`config.mk`:
```
export PLATFORM = sky130hd
export DESIGN_NAME = int_issue_queue
export DESIGN_NICKNAME = d
export VERILOG_FILES = /design/src/rtl/int_issue_queue_pkg.sv /design/src/rtl/int_issue_queue_age_select.sv /design/src/rtl/int_issue_queue.sv
export SDC_FILE = /design/constraint.sdc
export NUM_CORES = 1
export LEC_CHECK = 0
export BUFFER_PORTS_ARGS = -buffer_cell sky130_fd_sc_hd__buf_2
export CORE_ASPECT_RATIO = 0.75
export CORE_MARGIN = 4
export CORE_UTILIZATION = 24
export DETAILED_ROUTE_END_ITERATION = 10
export GPL_TIMING_DRIVEN = 0
export PLACE_DENSITY_LB_ADDON = 0.2
export SYNTH_ARGS = -nofsm -noshare
export SYNTH_HDL_FRONTEND = slang
export SYNTH_SLANG_ARGS = --single-unit
```
`constraint.sdc`:
```
create_clock -name clk -period 29.5 [get_ports clk]
set_clock_uncertainty 0.1 [all_clocks]
set_input_delay 5.9 -clock clk [delete_from_list [all_inputs] [get_ports clk]]
set_output_delay 5.9 -clock clk [all_outputs]
set_load 0.05 [all_outputs]
```
`src/rtl/int_issue_queue_pkg.sv`:
```
// int_issue_queue_pkg: shared opcode, entry type and age compare for the integer issue queue
package int_issue_queue_pkg;
  typedef enum logic [5:0] {
    INT_NOP, INT_ADD, INT_SUB, INT_AND, INT_OR, INT_XOR, INT_SLL, INT_SRL, INT_SRA,
    INT_SLT, INT_SLTU, INT_LUI, INT_AUIPC, INT_BEQ, INT_BNE, INT_BLT, INT_BGE, INT_JAL, INT_JALR
  } OPCode_INT;
  typedef struct packed {
    logic valid;
    OPCode_INT opcode;
    logic [5:0] tagA;
    logic [5:0] tagB;
    logic availA;
    logic availB;
    logic [5:0] tagDst;
    logic [4:0] nmDst;
    logic [5:0] sqN;
  } IQEntry;
  function automatic logic is_older(input logic [5:0] a, input logic [5:0] b);
    logic [5:0] d;
    d = a - b;
    return d[5];
  endfunction
endpackage

```
`src/rtl/int_issue_queue_age_select.sv`:
```
// iq_age_select: binary tree picking the oldest requesting entry, lower index wins ties
module iq_age_select import int_issue_queue_pkg::*; #(
  parameter int SIZE = 8
) (
  input  logic [SIZE-1:0]      req,
  input  logic [SIZE-1:0][5:0] sqn,
  output logic [SIZE-1:0]      grant,
  output logic                 found
);
  localparam int IW = $clog2(SIZE);
  localparam int NODES = 2 * SIZE - 1;
  logic [NODES-1:0] nv;
  logic [5:0] ns [NODES];
  logic [IW-1:0] ni [NODES];
  always_comb begin
    nv = '0;
    for (int n = 0; n < NODES; n++) begin
      ns[n] = '0;
      ni[n] = '0;
    end
    for (int i = 0; i < SIZE; i++) begin
      nv[SIZE-1+i] = req[i];
      ns[SIZE-1+i] = sqn[i];
      ni[SIZE-1+i] = IW'(i);
    end
    // leaves sit left-to-right in index order, so a left win on equal age keeps the lower index
    for (int n = SIZE - 2; n >= 0; n--) begin
      nv[n] = nv[2*n+1] | nv[2*n+2];
      ns[n] = (!nv[2*n+2] || (nv[2*n+1] && !is_older(ns[2*n+2], ns[2*n+1]))) ? ns[2*n+1] : ns[2*n+2];
      ni[n] = (!nv[2*n+2] || (nv[2*n+1] && !is_older(ns[2*n+2], ns[2*n+1]))) ? ni[2*n+1] : ni[2*n+2];
    end
    grant = '0;
    if (nv[0]) grant[ni[0]] = 1'b1;
  end
  assign found = nv[0];
endmodule

```
`src/rtl/int_issue_queue.sv`:
```
// int_issue_queue: out-of-order issue queue and oldest-ready scheduler for the integer ALU
module int_issue_queue import int_issue_queue_pkg::*; #(
  parameter int SIZE   = 8,
  parameter int NUM_WB = 2
) (
  input  logic                   clk,
  input  logic                   rst,
  input  logic                   IN_enqValid,
  input  OPCode_INT              IN_enqOpcode,
  input  logic [5:0]             IN_enqTagA,
  input  logic [5:0]             IN_enqTagB,
  input  logic                   IN_enqAvailA,
  input  logic                   IN_enqAvailB,
  input  logic [5:0]             IN_enqTagDst,
  input  logic [4:0]             IN_enqNmDst,
  input  logic [5:0]             IN_enqSqN,
  input  logic [NUM_WB-1:0]      IN_resValid,
  input  logic [NUM_WB-1:0][5:0] IN_resTag,
  input  logic                   IN_invalidate,
  input  logic [5:0]             IN_invalidateSqN,
  input  logic                   IN_stall,
  output logic                   OUT_full,
  output logic                   OUT_valid,
  output OPCode_INT              OUT_opcode,
  output logic [5:0]             OUT_tagA,
  output logic [5:0]             OUT_tagB,
  output logic [5:0]             OUT_tagDst,
  output logic [4:0]             OUT_nmDst,
  output logic [5:0]             OUT_sqN
);
  IQEntry q [SIZE];
  IQEntry nxt [SIZE];
  IQEntry enq_e, sel;
  logic [SIZE-1:0] free, enq_oh, flush, req, grant, vld_n;
  logic [SIZE-1:0][5:0] sqn;
  logic found, issue, enq_take;
  function automatic logic hit(input logic [NUM_WB-1:0] v, input logic [NUM_WB-1:0][5:0] t,
                               input logic [5:0] tag);
    hit = 1'b0;
    for (int p = 0; p < NUM_WB; p++) hit |= v[p] && (t[p] == tag);
  endfunction
  always_comb begin
    free = '0;
    flush = '0;
    req = '0;
    sqn = '0;
    for (int i = 0; i < SIZE; i++) begin
      free[i] = !q[i].valid;
      flush[i] = IN_invalidate && q[i].valid && is_older(IN_invalidateSqN, q[i].sqN);
      req[i] = q[i].valid && q[i].availA && q[i].availB && !flush[i];
      sqn[i] = q[i].sqN;
    end
  end
  iq_age_select #(.SIZE(SIZE)) u_sel (
    .req  (req),
    .sqn  (sqn),
    .grant(grant),
    .found(found)
  );
  assign enq_oh = free & (~free + SIZE'(1));
  assign enq_take = IN_enqValid && !OUT_full &&
                    !(IN_invalidate && is_older(IN_invalidateSqN, IN_enqSqN));
  assign issue = !IN_stall && found;
  always_comb begin
    enq_e = '{valid: 1'b1, opcode: IN_enqOpcode, tagA: IN_enqTagA, tagB: IN_enqTagB,
              availA: IN_enqAvailA | hit(IN_resValid, IN_resTag, IN_enqTagA),
              availB: IN_enqAvailB | hit(IN_resValid, IN_resTag, IN_enqTagB),
              tagDst: IN_enqTagDst, nmDst: IN_enqNmDst, sqN: IN_enqSqN};
    sel = '0;
    for (int i = 0; i < SIZE; i++) if (grant[i]) sel = q[i];
  end
  always_comb begin
    vld_n = '0;
    for (int i = 0; i < SIZE; i++) begin
      nxt[i] = q[i];
      nxt[i].availA = q[i].availA | hit(IN_resValid, IN_resTag, q[i].tagA);
      nxt[i].availB = q[i].availB | hit(IN_resValid, IN_resTag, q[i].tagB);
      if (flush[i] || (issue && grant[i])) nxt[i].valid = 1'b0;
      if (enq_take && enq_oh[i]) nxt[i] = enq_e;
      vld_n[i] = nxt[i].valid;
    end
  end
  always_ff @(posedge clk or posedge rst) begin
    if (rst) begin
      q <= '{default: '0};
      OUT_full <= 1'b0;
      OUT_valid <= 1'b0;
      OUT_opcode <= INT_NOP;
      OUT_tagA <= '0;
      OUT_tagB <= '0;
      OUT_tagDst <= '0;
      OUT_nmDst <= '0;
      OUT_sqN <= '0;
    end else begin
      q <= nxt;
      OUT_full <= &vld_n;
      if (!IN_stall) begin
        OUT_valid <= sel.valid && sel.availA && sel.availB;
        if (found) begin
          OUT_opcode <= sel.opcode;
          OUT_tagA <= sel.tagA;
          OUT_tagB <= sel.tagB;
          OUT_tagDst <= sel.tagDst;
          OUT_nmDst <= sel.nmDst;
          OUT_sqN <= sel.sqN;
        end
      end else if (IN_invalidate && OUT_valid && is_older(IN_invalidateSqN, OUT_sqN)) begin
        OUT_valid <= 1'b0;
      end
    end
  end
endmodule
```
-- Word level (Yosys, flattened, before mapping)
Cells that the tools add are included.
W data, S select, Z words.
- register bits after elaboration: 341
- bits in latches: 0
- input port bits: 62
- RAM bits: 0
- memories: 0
- bits in read-only memories: 0
- output and inout port bits: 37
- $lt $le $gt $ge: 2
- $mul: 0
- reduce and logical (&&, ||, !) cells: 158
- add/sub/neg operators: 18
- div/mod/pow operators: 0
- multiplexer cells: 42
- equality and inequality tests: 37
- shift operators: 0
- bitwise operators: 46
- operators with widths (operator ; count):
    $mux W38 ; 16
    $eq A6 B6 Y1 ; 36
    $logic_and A1 B1 Y1 ; 108
    $sub A6 B6 Y6 ; 17
    $or A1 B1 Y1 ; 43
    $mux W6 ; 6
    $logic_not A1 Y1 ; 33
    $logic_or A1 B1 Y1 ; 15
    $mux W1 ; 15
    $mux W3 ; 3
    $add A8 B1 Y8 const B ; 1
    $and A8 B8 Y8 ; 1
    $mux W8 ; 1
    $not A8 Y8 ; 1
    $reduce_and A8 Y1 ; 1
    $lt A3 B4 Y1 const B ; 1
    $demux W1 S3 ; 1
    $ge A3 B1 Y1 const B ; 1
    $ne A2 B1 Y1 const B ; 1
    $reduce_and A2 Y1 ; 1
    $not A1 Y1 ; 1

-- Longest topological paths before layout
- depth in word-level cells: 33
- gate-level depth with buffers: 36
- depth with buffers taken out: 31

-- Cells and area by module
From an unflattened synthesis, not the netlist that was laid out.
- cells, all modules: 2034
- area, all modules: 20838.7 µm²
- modules (own cells, without submodules) (module ; seq. area each (µm²) ; cells an instance ; area an instance (µm²) ; times used):
    int_issue_queue ; 8533.2 ; 1778 ; 19025.7 ; 1
    iq_age_select ; 0.0 ; 256 ; 1813.0 ; 1

-- Worst setup path before layout
OpenSTA, ideal clock, no wires.
- path type: input port to flip-flop
- from: input IN_invalidateSqN[2]
- to: register OUT_tagB[3]
- path slack: 16.450 ns
- library setup time: 0.082 ns
- path buffers: 4
- arrival: 12.868 ns
- cell stages on the path: 32
- required time: 29.318 ns
- path through: ha_1 > a21o_1 > a31oi_1 > o2111a_1 > a2111oi_4 > a211oi_2 > clkbuf_1 > clkbuf_1 > nand2_1 > o21ai_0 > ha_1 > a21o_1 > a21o_1 > a21oi_1 > o211ai_2 > xnor2_1 > o21ai_1 > clkbuf_1 > nor2_1 > a21oi_1 > ha_1 > a21o_1 > a21o_1 > a21oi_1 > nand2_1 > or3_1 > a211oi_2 > mux2_2 > nor3_1 > buf_2 > a221oi_1 > a31oi_1
- cells in the longest elaborated chain, start to end: 30
- elaborated cells on any way between the ends: 94
- classes of those cells: add/sub: 11; order compare: 2; mux: 24; bitwise: 7; reduce/logical: 50
- ends and longest elaborated chain (item ; line ; source):
    start, declared ; int_issue_queue.sv:20 ; input logic [5:0] IN_invalidateSqN,
    $sub A6 B6 Y6 ; int_issue_queue_pkg.sv:20 ; d = a - b;
    $logic_and A1 B1 Y1 ; int_issue_queue.sv:49 ; flush[i] = IN_invalidate && q[i].valid && is_older(IN_invalidateSqN, q[i].sqN);
    $logic_not A1 Y1 ; int_issue_queue.sv:50 ; req[i] = q[i].valid && q[i].availA && q[i].availB && !flush[i];
    $logic_and A1 B1 Y1 ; int_issue_queue.sv:50 ;
    $logic_not A1 Y1 or $logic_and A1 B1 Y1 (tied branches) ; int_issue_queue_age_select.sv:29, int_issue_queue_age_select.sv:30 ;
    $logic_or A1 B1 Y1 ; int_issue_queue_age_select.sv:29, int_issue_queue_age_select.sv:30 ;
    $mux W6 ; int_issue_queue_age_select.sv:29 ; ns[n] = (!nv[2*n+2] || (nv[2*n+1] && !is_older(ns[2*n+2], ns[2*n+1]))) ? ns[2*n+1] : ns[2*n+2];
    $sub A6 B6 Y6 ; int_issue_queue_pkg.sv:20 ;
    [... 7 more ...] ; -- ;
    $logic_or A1 B1 Y1 ; -- ;
    $mux W3 ; int_issue_queue_age_select.sv:30 ; ni[n] = (!nv[2*n+2] || (nv[2*n+1] && !is_older(ns[2*n+2], ns[2*n+1]))) ? ni[2*n+1] : ni[2*n+2];
    $lt A3 B4 Y1 (implied by the code) or $ge A3 B1 Y1 (tied branches) ; int_issue_queue_age_select.sv:33 ; if (nv[0]) grant[ni[0]] = 1'b1;
    $logic_and A1 B1 Y1 (implied by the code) ; int_issue_queue_age_select.sv:33 ;
    $mux W1 (implied by the code) ; int_issue_queue_age_select.sv:33 ;
    $demux W1 S3 ; -- ;
    $mux W8 ; int_issue_queue_age_select.sv:33 ;
    $mux W38 (8 in series) ; int_issue_queue.sv:70 ; for (int i = 0; i < SIZE; i++) if (grant[i]) sel = q[i];
    end signal, assigned ; int_issue_queue.sv:102 ; OUT_tagB <= sel.tagB;
    end, declared ; int_issue_queue.sv:26 ; output logic [5:0] OUT_tagB,
Several ways; a longest one is shown, not always the timed one.
A chain may end at the register's enable or synchronous reset.

-- Worst setup path after layout
- from: input IN_invalidateSqN[2]
- to: register OUT_tagA[3]
- cells in the longest elaborated chain, start to end: 30
- elaborated cells on any way between the ends: 94
- classes of those cells: add/sub: 11; order compare: 2; mux: 24; bitwise: 7; reduce/logical: 50
- ends and longest elaborated chain (item ; line ; source):
    $sub A6 B6 Y6 ; int_issue_queue_pkg.sv:20 ;
    $logic_and A1 B1 Y1 ; int_issue_queue.sv:49 ;
    $logic_not A1 Y1 ; int_issue_queue.sv:50 ;
    $logic_and A1 B1 Y1 ; int_issue_queue.sv:50 ;
    $logic_not A1 Y1 or $logic_and A1 B1 Y1 (tied branches) ; int_issue_queue_age_select.sv:29, int_issue_queue_age_select.sv:30 ;
    $logic_or A1 B1 Y1 ; int_issue_queue_age_select.sv:29, int_issue_queue_age_select.sv:30 ;
    $mux W6 ; int_issue_queue_age_select.sv:29 ;
    $sub A6 B6 Y6 ; int_issue_queue_pkg.sv:20 ;
    [... 7 more ...] ; -- ;
    $logic_or A1 B1 Y1 ; -- ;
    $mux W3 ; int_issue_queue_age_select.sv:30 ;
    $lt A3 B4 Y1 (implied by the code) or $ge A3 B1 Y1 (tied branches) ; int_issue_queue_age_select.sv:33 ;
    $logic_and A1 B1 Y1 (implied by the code) ; int_issue_queue_age_select.sv:33 ;
    $mux W1 (implied by the code) ; int_issue_queue_age_select.sv:33 ;
    $demux W1 S3 ; -- ;
    $mux W8 ; int_issue_queue_age_select.sv:33 ;
    $mux W38 (8 in series) ; int_issue_queue.sv:70 ;
    end signal, assigned ; int_issue_queue.sv:101 ; OUT_tagA <= sel.tagA;
    end, declared ; int_issue_queue.sv:25 ; output logic [5:0] OUT_tagA,
Several ways; a longest one is shown, not always the timed one.

==> reports/qor.yml <==
fin_setup_tns_ns: 0
max_stage_delay_ns: 1.13
cts_buffer_depth: 3
synth_cells: 1945
htreeDepth: 2
rrSetupSlack_ns: 17.02
end_kind: "flip-flop"
synth.largest_area_cell: "dfrtp_1"
dr.pass1.iters: 7
rsz0062_at_grt: "no"
postCtsSetupBuffers: 0
nFillCells: 8648
die_y_um: 259
cts_tree: "built"
layout_common_cells: "dfrtp_1, mux2_2, nand2_1"
r2r_cells: 33
die_w_um: 342
nets: 2189
yosysWarningCount: 0
power_density_nw_per_um2: 86.6
drtAntennaViolNets: 0
yosys.cell_types.count: 71
required_ns: 29.87
grt_pass1_wl_um: 129000
leakage_nw: 10.3
core_area_um2: 82700
hold_path.class: "flip-flop to flip-flop"
slew_headroom_pct: -5.00
critical_path_class: "primary input to flip-flop"
syn2layout_area_growth_pct: 16.0
wl_per_cell_um: 28.6
port_buffers: 66
slew_viol_final: 11
synth-seq-cells: 341
cts_buffers: 39
die_area_um2: 88600
placementRows: 91
max-cap-violations: 1
clkTransAtPathRegs_ns: 0.06
violations: "capacitance limit, slew limit"
clock-root-buffer: "clkbuf_16"
ys.flop_type: "dfrtp_1"
period_minus_slack_ns: 17.60
ctsHoldBuffers: 0
wl_um: 91700
finalCritPeriodShare_pct: 59.6
ctsResizeCount: 0
synth_edf_count: 0
antenna_found_initial: 8
syn-num-nets: 2075
finalSetupViolCount: 0
vias: 16800
overflow: 0
clock_latency_ns: 0.59
critical_path.slowest_cell: "clkbuf_1"
drc_errors: 0
final_common_cell: "dfrtp_1"
hp-start: "q[145]"
worst_pin_slew_ns: 1.57
status: "finished, violations left"
cts.sinks: 341
start_util_pct: 24.3
max_freq_mhz: 56.8
synth.cell_area_um2: 20100
vias_per_cell: 5.26
worstPathArrival_ns: 17.97
yosysTopAreaCellShare_pct: 42.4
cp-start-kind: "primary input"
track_usage_pct: 20.4
hpwlAfterDp_um: 66100
ys_async_sr_fraction_pct: 100
drt_iter0_drc: 1643
top_level_ports: 99
peakVddDrop_mv: 0.0370
crit_fanout: 12
grt_max_degree: 129
syn_area_per_cell_um2: 10.3
globalplace.congestion: 0.911
synthTopCellsByArea: "dfrtp_1, mux2_2, xnor2_1, xor2_1, ha_1"
grt_pass1_vias: 17200
reg2reg_to: "OUT_tagA[3]"
crit_start: "IN_invalidateSqN[2]"
hold_viol: 0
seq_area_frac_synth_pct: 42.4
power_mw: 2.02
reg2reg_from: "q[40]"
drive_gt1_share_pct: 19.2
endpoint: "OUT_tagA[3]"
[cells by family (layout without fill, tap and decap cells)]
kind of cell,after synthesis,in the layout,share of synthesized area [%]
muxes,263,263,14.5
other,0,3,0
xor gates and xnor gates,234,234,10.2
DFF,341,341,42.4
AOI/OAI and AO/OA,382,382,13.7
buffers and inverters,190,330,3.64
and+or+nand+nor,467,467,11.4
adders and majority gates,68,68,4.23
[report_power, final]
group,internal [mW],switching (mW),leakage [nW]
Clock,0.310,0.220,0.664
Combinational,0.296,0.477,5.24
Sequential,0.586,0.134,4.38
[cell usage after synthesis, drive strengths merged (29+ instances only)]
| cell | instances |
|---|---|
| dfrtp | 341 |
| mux2 | 227 |
| nand2 | 178 |
| xnor2 | 118 |
| xor2 | 116 |
| clkbuf | 109 |
| o21ai | 69 |
| ha | 68 |
| a21oi | 64 |
| nor2 | 63 |
| inv | 59 |
| nor4 | 55 |
| nand4 | 40 |
| a22o | 37 |
| mux2i | 36 |
| a22oi | 29 |
| nand3 | 29 |
[stage by stage]
step	hold WS, ns	utilization [%]	instance area, um^2	setup slack (ns)	instances
2_1_floorplan	0.337	-	20100	14.05	1945
3_3_place_gp	0.354	26.4	21900	9.48	3127
3_5_place_dp	0.359	26.6	22000	11.59	3133
4_1_cts	0.374	28.2	23300	12.18	3200
5_1_grt	0.393	28.2	23300	11.50	3201
6_report	0.372	28.3	23400	11.90	3204
[critical path: cells and delay by family]
family | cells | cell delay [ns]
simple gates | 5 | 0.88
buf+inv | 6 | 4.66
xor+xnor | 1 | 0.19
compound gates | 17 | 4.77
mux | 1 | 0.44
fa+ha+maj | 3 | 1.04
[state kept, by name, indices dropped and copies added, names as in the netlist]
register / flops
q: 304
OUT_opcode: 6
OUT_sqN: 6
OUT_tagA: 6
OUT_tagB: 6
OUT_tagDst: 6
OUT_nmDst: 5
OUT_full: 1
OUT_valid: 1
[cell type report]
type                            instances  area (um^2)  area share (%)
Timing Repair Buffer                   73          439            1.88
Clock inverter                         17          238            1.02
Sequential cell                       341         8530            36.5
Inverter                               59          229           0.980
Antenna cell                            3         7.51          0.0321
Buffer                                131          517            2.21
Multi-Input combinational cell       1414        10900            46.6
Tap cell                             1116         1400            5.98
Clock buffer                           50         1110            4.74
[how the worst min path moves through the flow]
stage               depth (start not counted)      to
finish                                      2  q[145]
global route                                2  q[125]
CTS                                         2  q[129]
detailed placement                          2  q[129]
global placement                            2  q[123]
floorplan                                   2  q[120]
[per-layer routing]
metal	wire, um	vias to the layer above	global-route usage (%)
met1	43200	8702	29.4
met2	37800	716	29.4
met4	2140	8	5.20
met5	62	-	0
met3	8510	137	6.49
li1	-	7281	-
Power figures use the tool's default switching activity.
